[src/rtl/hazard_pkg.sv]
// Purpose: shared types and stall-count constants for the pipeline hazard controller.
// Latency: n/a (types and constants only).
// Backpressure: n/a.
// Contents: hazard_state_t FSM encoding, stall-count constants, max helper.
package hazard_pkg;

    typedef enum logic [1:0] {
        RUN       = 2'd0,
        HAZ_STALL = 2'd1,
        MEM_WAIT  = 2'd2
    } hazard_state_t;

    // Bubble counts on top of the EX/MEM and MEM/WB bypass paths.
    localparam logic [1:0] LOAD_USE_STALLS    = 2'd1;
    localparam logic [1:0] BRANCH_LOAD_STALLS = 2'd2;
    localparam logic [1:0] BRANCH_ALU_STALLS  = 2'd1;

    function automatic logic [1:0] max2(input logic [1:0] a, input logic [1:0] b);
        return (a > b) ? a : b;
    endfunction

endpackage

[src/rtl/hazard_match.sv]
// Purpose: compare a producer rd against the ID instruction's rs1/rs2.
// Latency: purely combinational.
// Backpressure: none.
// Ports: rd, rs1, rs2 (5b register indices), uses_rs1/uses_rs2 (operand actually read),
//        match (rd is non-zero and equals a source register that is actually read).
module hazard_match (
    input  logic [4:0] rd,
    input  logic [4:0] rs1,
    input  logic [4:0] rs2,
    input  logic       uses_rs1,
    input  logic       uses_rs2,
    output logic       match
);

    // x0 is hardwired to zero, so a write to it never creates a dependency.
    assign match = (rd != 5'd0) &&
                   ((uses_rs1 && (rs1 == rd)) || (uses_rs2 && (rs2 == rd)));

endmodule

[src/rtl/pipeline_hazard_ctrl.sv]
// Purpose: stall/flush/freeze sequencing for the 5-stage pipeline beside decode.
// Latency: outputs combinational from state + inputs; state and stall counter registered.
// Backpressure: mem_busy freezes the whole pipe and holds the FSM until it drops.
// Ports: clk, rst (sync, active-high); ID operand info, ID/EX and EX/MEM producer info,
//        mem_busy in; pc_write, ifid_write, ifid_flush, idex_bubble, pipe_freeze, stall_busy out.
// Option: HAZARD_PERF_CNT_EN adds 32-bit stall_cycles, flush_count, freeze_cycles outputs.
module pipeline_hazard_ctrl
    import hazard_pkg::*;
(
    input  logic        clk,
    input  logic        rst,
    input  logic [4:0]  id_rs1,
    input  logic [4:0]  id_rs2,
    input  logic        id_uses_rs1,
    input  logic        id_uses_rs2,
    input  logic        id_is_branch,
    input  logic        branch_taken,
    input  logic [4:0]  idex_rd,
    input  logic        idex_regwrite,
    input  logic        idex_memread,
    input  logic [4:0]  exmem_rd,
    input  logic        exmem_memread,
    input  logic        mem_busy,
    output logic        pc_write,
    output logic        ifid_write,
    output logic        ifid_flush,
    output logic        idex_bubble,
    output logic        pipe_freeze,
    output logic        stall_busy
`ifdef HAZARD_PERF_CNT_EN
    ,
    output logic [31:0] stall_cycles,
    output logic [31:0] flush_count,
    output logic [31:0] freeze_cycles
`endif
);

    hazard_state_t state_q, state_d;
    hazard_state_t saved_q, saved_d;
    hazard_state_t eff_state;
    logic [1:0]    stall_cnt_q, stall_cnt_d;
    logic [1:0]    need_n;
    logic          match_idex;
    logic          match_exmem;

    hazard_match u_match_idex (
        .rd       (idex_rd),
        .rs1      (id_rs1),
        .rs2      (id_rs2),
        .uses_rs1 (id_uses_rs1),
        .uses_rs2 (id_uses_rs2),
        .match    (match_idex)
    );

    hazard_match u_match_exmem (
        .rd       (exmem_rd),
        .rs1      (id_rs1),
        .rs2      (id_rs2),
        .uses_rs1 (id_uses_rs1),
        .uses_rs2 (id_uses_rs2),
        .match    (match_exmem)
    );

    // Branches compare in ID, so they need operands one stage earlier than ALU
    // ops: an ALU result still in EX, or a load anywhere in EX/MEM, is too late.
    always_comb begin
        need_n = 2'd0;
        if (id_is_branch) begin
            if (idex_regwrite && !idex_memread && match_idex)
                need_n = max2(need_n, BRANCH_ALU_STALLS);
            if (idex_memread && match_idex)
                need_n = max2(need_n, BRANCH_LOAD_STALLS);
            if (exmem_memread && match_exmem)
                need_n = max2(need_n, LOAD_USE_STALLS);
        end else if (idex_memread && match_idex) begin
            need_n = LOAD_USE_STALLS;
        end
    end

    // After a freeze the FSM resumes exactly where it was, with no dead cycle:
    // once mem_busy drops the saved state is acted on immediately.
    assign eff_state = (state_q == MEM_WAIT) ? saved_q : state_q;

    always_comb begin
        state_d     = state_q;
        saved_d     = saved_q;
        stall_cnt_d = stall_cnt_q;
        pc_write    = 1'b1;
        ifid_write  = 1'b1;
        ifid_flush  = 1'b0;
        idex_bubble = 1'b0;
        pipe_freeze = 1'b0;
        stall_busy  = (eff_state == HAZ_STALL);

        if (rst) begin
            pc_write    = 1'b0;
            ifid_write  = 1'b0;
            ifid_flush  = 1'b1;
            idex_bubble = 1'b1;
            stall_busy  = 1'b0;
        end else if (mem_busy) begin
            pc_write    = 1'b0;
            ifid_write  = 1'b0;
            pipe_freeze = 1'b1;
            saved_d     = eff_state;
            state_d     = MEM_WAIT;
        end else begin
            case (eff_state)
                HAZ_STALL: begin
                    pc_write    = 1'b0;
                    ifid_write  = 1'b0;
                    idex_bubble = 1'b1;
                    stall_cnt_d = stall_cnt_q - 2'd1;
                    state_d     = (stall_cnt_q <= 2'd1) ? RUN : HAZ_STALL;
                end
                default: begin
                    state_d = RUN;
                    if (need_n != 2'd0) begin
                        pc_write    = 1'b0;
                        ifid_write  = 1'b0;
                        idex_bubble = 1'b1;
                        // The current cycle is the first bubble; count the rest.
                        if (need_n > 2'd1) begin
                            state_d     = HAZ_STALL;
                            stall_cnt_d = need_n - 2'd1;
                        end
                    end else begin
                        ifid_flush = id_is_branch && branch_taken;
                    end
                end
            endcase
        end
    end

    always_ff @(posedge clk) begin
        if (rst) begin
            state_q     <= RUN;
            saved_q     <= RUN;
            stall_cnt_q <= 2'd0;
        end else begin
            state_q     <= state_d;
            saved_q     <= saved_d;
            stall_cnt_q <= stall_cnt_d;
        end
    end

`ifdef HAZARD_PERF_CNT_EN
    always_ff @(posedge clk) begin
        if (rst) begin
            stall_cycles  <= 32'd0;
            flush_count   <= 32'd0;
            freeze_cycles <= 32'd0;
        end else begin
            stall_cycles  <= stall_cycles  + {31'd0, idex_bubble};
            flush_count   <= flush_count   + {31'd0, ifid_flush};
            freeze_cycles <= freeze_cycles + {31'd0, pipe_freeze};
        end
    end
`endif

endmodule
[config.mk]
export PLATFORM = sky130hd
export DESIGN_NAME = pipeline_hazard_ctrl
export DESIGN_NICKNAME = d
export VERILOG_FILES = /design/src/rtl/hazard_pkg.sv /design/src/rtl/hazard_match.sv /design/src/rtl/pipeline_hazard_ctrl.sv
export SDC_FILE = /design/constraint.sdc
export NUM_CORES = 1
export LEC_CHECK = 0
export CORE_MARGIN = 4
export CORE_UTILIZATION = 30
export DETAILED_ROUTE_END_ITERATION = 12
export HOLD_SLACK_MARGIN = 0.02
export MAX_ROUTING_LAYER = met4
export PLACE_DENSITY = 0.75
export SKIP_CTS_REPAIR_TIMING = 1
export SLEW_MARGIN = 20
export SYNTH_ARGS = -nofsm -noshare
export SYNTH_HDL_FRONTEND = slang
export SYNTH_HIERARCHICAL = 1
export SYNTH_SLANG_ARGS = --single-unit
[constraint.sdc]
create_clock -name clk -period 2.7 [get_ports clk]
set_input_delay 0.27 -clock clk [delete_from_list [all_inputs] [get_ports clk]]
set_output_delay 0.27 -clock clk [all_outputs]
set_load 0.05 [all_outputs]
==> metrics.cfg, run 1 <==
[sta]
worst_pin_slew_ns=0.706
finalCriticalPeriod_ns=2.66
hold_violations=0
finClkSkew_ns=0.00438
fin_crit_sh_pct=98.3
fmax_ghz=0.377
tns_ns=0
setup_viol=0
holdWs_ns=0.467
drv_slew=0
max-slew-margin-rel_pct=51.6
finalWorstSetupSlack_ns=0.0450

[setup_path]
endpoint_kind=output port
worst_ep_arrival_time_ns=2.39
timing.rr.start=state_q[0]
r2r_cells=4
r2r_slack_ns=1.10
critPathRequiredTime_ns=2.43
cp_max_fo=3
critPathLaunch=idex_rd[0]
cp-start-kind=primary input
crit_type=primary input to output port
regToRegEndpoint=state_q[0]

[routing]
drtIter0Drc=8
dr.pass1.iters=4
antenna_left=0
routed_wl_microns=2490
route.detailed.drc=0
avgRoutedWirePerCell_microns=15.1
viasPerCell=4.91
via_count=810

[synthesis]
yosysSeqAreaShare_pct=18.1
syn_area_per_cell_sq_um=7.80
synth_warnings=6
syn_inst=85
synth_top_cell_area_share_pct=21.1
yosys.area.top_type=xor2_1
synthFlopType=dfxtp_1
synth_edf_count=0
yosys-top-cells-count=16 x xor2_1, 7 x nor2_1, 6 x a21oi_1, 6 x dfxtp_1, 6 x nand2_1
synth-seq-cells=6
synthTopCellsByArea=xor2_1 21%, dfxtp_1 18%, xnor2_1 5.3%
ys_types=28
synth_most_common_cell=xor2_1
synth_area_sq_um=663
syn_nets=117
async_flop_share_pct=0

[clock_tree]
cts_max_level=1
clkTransAtPathRegs_ns=0.05
clk_latency_ns=0.24
clk_path_buf_depth=2
cts_sinks=6
cts_buffers=3
cts_tree=built
root_buffer=clkbuf_4

[global_route]
grtUsageMet1_pct=19.5
grt_overflow=0
grtUsageMet3_pct=4.02
antenna_found_initial=0
grt_first_pass_wirelength_microns=3500
grt_pass1_vias=813
grtUsageTotal_pct=16.9
grt_max_degree=11
grt-busiest-layer=met2
grt_use_met2_pct=30.1

[floorplan]
die_w_microns=55.0
die_area_sq_um=3030
row_count=16
core_sq_um=2020
io_pins=36
initial_utilization_pct=32.8
dieHeight_microns=55.0

[worst_hold_path]
worst_hold_path_type=flip-flop to flip-flop
hold_end=stall_cnt_q[1]
whs_path_depth=2
min_from=stall_cnt_q[1]

[place]
place_ws_ns=-0.333
place_congestion=0.840
hpwl_microns=1830
numPortBuffers=35

[cells_and_area]
diodes=0
drive_above_1_share_pct=33.3
synthToLayoutAreaGrowth_pct=105
nets=172

[run_status]
status=complete, no violations

[power_and_ir_drop]
power.leakage_nw=0.665
power_density_nw_per_um2=252
ir_worst_vdd_mv=0.199

[job]
cap_viol_max_count=0

[final cells by class]
class | instances | area, sq um
timing repair buffer | 53 | 571
tap | 27 | 33.8
fill | 146 | 666
clock buffer | 3 | 22.5
sequential | 6 | 120
inverter | 3 | 11.3
multi-input combinational | 73 | 598
[kinds of logic after synthesis]
| kind of cell | after synthesis | synth area share, % |
|---|---|---|
| buffers and inverters | 6 | 3.96 |
| XOR/XNOR | 20 | 26.4 |
| AO/OA/AOI/OAI | 14 | 14.7 |
| flip-flops | 6 | 18.1 |
| adder cells (fa/ha/maj) | 2 | 3.77 |
| multiplexers | 2 | 3.02 |
| AND/OR/NAND/NOR | 35 | 30.0 |
[how the worst max path moves through the flow]
stage / cells after the start / end / slack [ns]
2_1_floorplan: 10 / pc_write / -0.13
3_3_place_gp: 11 / ifid_flush / -0.23
3_5_place_dp: 13 / stall_cnt_q[1] / -0.33
4_1_cts: 11 / ifid_flush / -0.29
5_1_grt: 10 / ifid_write / -0.03
6_report: 12 / pc_write / 0.04
[through the flow]
| stage | std cells | total power [W] | utilization, % | cell area, sq um |
|---|---|---|---|---|
| global placement | 162 | 0.000248 | 60.2 | 1220 |
| detailed placement | 162 | 0.000250 | 60.2 | 1220 |
| floorplan | 85 | 0.000153 | - | 673 |
| finish | 165 | 0.000341 | 67.1 | 1360 |
| CTS | 165 | 0.000335 | 61.3 | 1240 |
| global route | 165 | 0.000361 | 67.1 | 1360 |
[cells in the final DEF (no fill, tap or decap), types with 2 or more instances in the layout]
master,netlist,final
dlymetal6s2s_1,0,18
buf_4,1,18
xor2_1,16,15
clkdlybuf4s50_1,0,13
dfxtp_1,6,6
a21oi_2,0,5
nand2_1,6,5
nor2_1,7,5
nand3_1,5,5
buf_12,0,4
xnor2_1,4,4
inv_1,3,3
clkbuf_4,0,3
mux2i_1,2,2
nor2b_1,2,2
a211oi_1,2,2
nand2b_1,2,2
nor4_1,2,2
nor4_2,2,2
or4_4,0,2
nor2_2,0,2
[routing by layer]
metal / part of all wire (%) / wire length [microns]
met5: 0 / 0
met1: 43 / 1060
met4: 0.76 / 19
met2: 52 / 1300
met3: 4.2 / 104
[registers in the layout, indices dropped and copies added (netlist names)]
| register | flops |
|---|---|
| saved_q | 2 |
| stall_cnt_q | 2 |
| state_q | 2 |
[worst max-delay path, cell delays in order]
cell and delay, ns:
dlymetal6s2s_1 0.15, buf_4 0.14, xor2_1 0.15, nor4_1 0.25
nand3_1 0.13, a21oi_2 0.26, a21oi_2 0.09, a21oi_2 0.12
ha_2 0.23, nand2_4 0.08, nor3_4 0.31, buf_12 0.18
[where the power goes]
part | internal, W | switching, W
combinational | 0.0000913 | 0.0000763
clock | 0.0000503 | 0.0000324
sequential | 0.0000898 | 0.00000106
total | 0.000231 | 0.000110
No activity file was read; power rests on OpenSTA's default activity.
==> run 2: changes to the inputs <==
SETUP_SLACK_MARGIN = 0.3   (was not set)
==> run 2 against run 1 <==
  * Cell area fell by 1.6%
  * Via count fell by 5.4%
  * Utilization down 1.1 points
  * Register-to-register slack improved by 0.08 ns
  * Sequential cell count stayed put
  * Combinational power down 3%
  * Sequential share of layout area increased by 0.14 points
  * Critical path type unchanged
==> metrics.cfg, run 2 (synthesis results as in run 1) <==
[routing]
via_count=766
wl_met3_microns=106
routed_wl_microns=2230
avgRoutedWirePerCell_microns=13.8
route.detailed.drc=0
routed-wl-met2_microns=1180
viasPerCell=4.76
antenna_left=0
wl_met1_microns=942
drtIter0Drc=12
top_layer=met3
dr.pass1.iters=4

[setup_path]
crit_slowest_cell=or4_4
path_cells=clkbuf_2 > or4_4 > nor2_4 > a21oi_2 > a22oi_1 > a21oi_1 > a21oi_2 > ha_2 > nand2_4 > nor3_4 > buf_12
worst_ep_arrival_time_ns=2.33
crit_family=simple AND/OR/NAND/NOR gates
crit_buf_inv=2
critPathRequiredTime_ns=2.43
crit_type=primary input to output port
crit_top_cell=a21oi_2
crit_path_max_incr_delay_ns=0.56
endpoint_kind=output port
cp-start-kind=primary input
cp_max_fo=3

[sta]
finClkSkew_ns=0.00841
max-slew-margin-rel_pct=66.6
fmax_ghz=0.384
hold_violations=0
worst_pin_slew_ns=0.501
drv_slew=0
finalCriticalPeriod_ns=2.60
grt_setup_unrepaired=true
setup_viol=0
fin_crit_sh_pct=96.4
finalWorstSetupSlack_ns=0.0965

[clock_tree]
clk_path_buf_depth=2
cts_buffers=3
clkTransAtPathRegs_ns=0.05
cts_max_level=1
cts_tree=built
clk_latency_ns=0.24
cts_sinks=6
root_buffer=clkbuf_4

[cells_and_area]
reg.largest.list=saved_q (2), stall_cnt_q (2), state_q (2)
mostFrequentLayoutCell=dlymetal6s2s_1
nets=168
multi_input_area_sq_um=609
synthToLayoutAreaGrowth_pct=101
fillCellCount=153
instances_no_fill=161
seq_area_sq_um=120
final_cell_mix=16 x dlymetal6s2s_1, 15 x xor2_1, 12 x clkdlybuf4s50_1, 12 x buf_4, 6 x dfxtp_1
drive_above_1_share_pct=34.3
diodes=0
utilization_pct=66.0

[global_route]
grtUsageTotal_pct=15.7
grt_max_degree=11
grt_overflow=0
antenna_found_initial=0
grt_first_pass_wirelength_microns=3330
grt_pass1_vias=762

[floorplan]
initial_utilization_pct=32.8
row_count=16
die_w_microns=55.0
die_area_sq_um=3030
core_sq_um=2020
io_pins=36
dieHeight_microns=55.0

[power_and_ir_drop]
internal_power_w=0.000229
seq_power_share_pct=27.0
power_frac_clock_pct=24.5
swShare_pct=31.9
power.leakage_nw=0.645
power_w=0.000337
ir_worst_vdd_mv=0.307
power_frac_comb_pct=48.5
power_density_nw_per_um2=252
switchingPower_w=0.000107

[place]
placed_cells=157
hpwl_microns=1840
place_ws_ns=-0.215
place_congestion=0.850
numPortBuffers=35

[run_status]
status=complete, no violations

[job]
cap_viol_max_count=0

[worst_hold_path]
worst_hold_path_type=flip-flop to flip-flop

==> run 2: cell types whose count changed in the layout (fill, tap and decap cells not counted), moves of 2 or more <==
cell            delta
a21oi_1            +2
a21oi_2            -2
buf_4              -6
buf_6              +2
clkbuf_2           +2
dlymetal6s2s_1     -2
nor2_4             +2
==> run 2: cell type report <==
type | instances | area share, %
Clock buffer | 3 | 1.69
Inverter | 3 | 0.843
Multi-Input combinational cell | 73 | 45.6
Sequential cell | 6 | 9.00
Tap cell | 27 | 2.53
Timing Repair Buffer | 49 | 40.3
==> run 2: worst paths after layout <==
path / cells past startpoint / endpoint / start / slack, ns
hold reg to reg: 2 / stall_cnt_q[1] / stall_cnt_q[1] / 0.47
hold / removal: 2 / stall_cnt_q[1] / stall_cnt_q[1] / 0.47
setup reg to reg: 4 / state_q[0] / state_q[0] / 1.18
setup / recovery: 11 / ifid_write / idex_rd[4] / 0.1
==> run 2: worst reg2reg max path: cells and delay by family (launching register included) <==
family	cells	cell delay, ns
flops	1	0.38
mux	1	0.19
compound gates	1	0.24
simple gates	2	0.63
==> run 2: power groups by stage <==
| stage | Clock [W] | Sequential (W) | Combinational [W] |
|---|---|---|---|
| after floorplan | 0 | 0.0000922 | 0.0000649 |
| after global placement | 0 | 0.0000924 | 0.000155 |
| after detailed placement | 0 | 0.0000924 | 0.000158 |
| after CTS | 0.0000862 | 0.0000907 | 0.000158 |
| after global routing | 0.0000915 | 0.0000909 | 0.000174 |
| final | 0.0000823 | 0.0000909 | 0.000163 |
==> run 2: per-stage QoR <==
| stage | area, sq um | TNS (ns) | hold slack [ns] |
|---|---|---|---|
| after detailed placement | 1200 | -1.12 | 0.462 |
| after CTS | 1230 | -0.720 | 0.469 |
| final | 1340 | 0 | 0.467 |
| after floorplan | 702 | 0 | 0.438 |
| after global routing | 1340 | -0.0251 | 0.508 |
| after global placement | 1200 | -0.867 | 0.461 |
==> run 2: routing by layer <==
layer,global-route usage (%),vias to the layer above
met3,3.22,0
met2,28.7,19
met1,18.8,351
li1,-,396
met4,0,0
met5,-,-
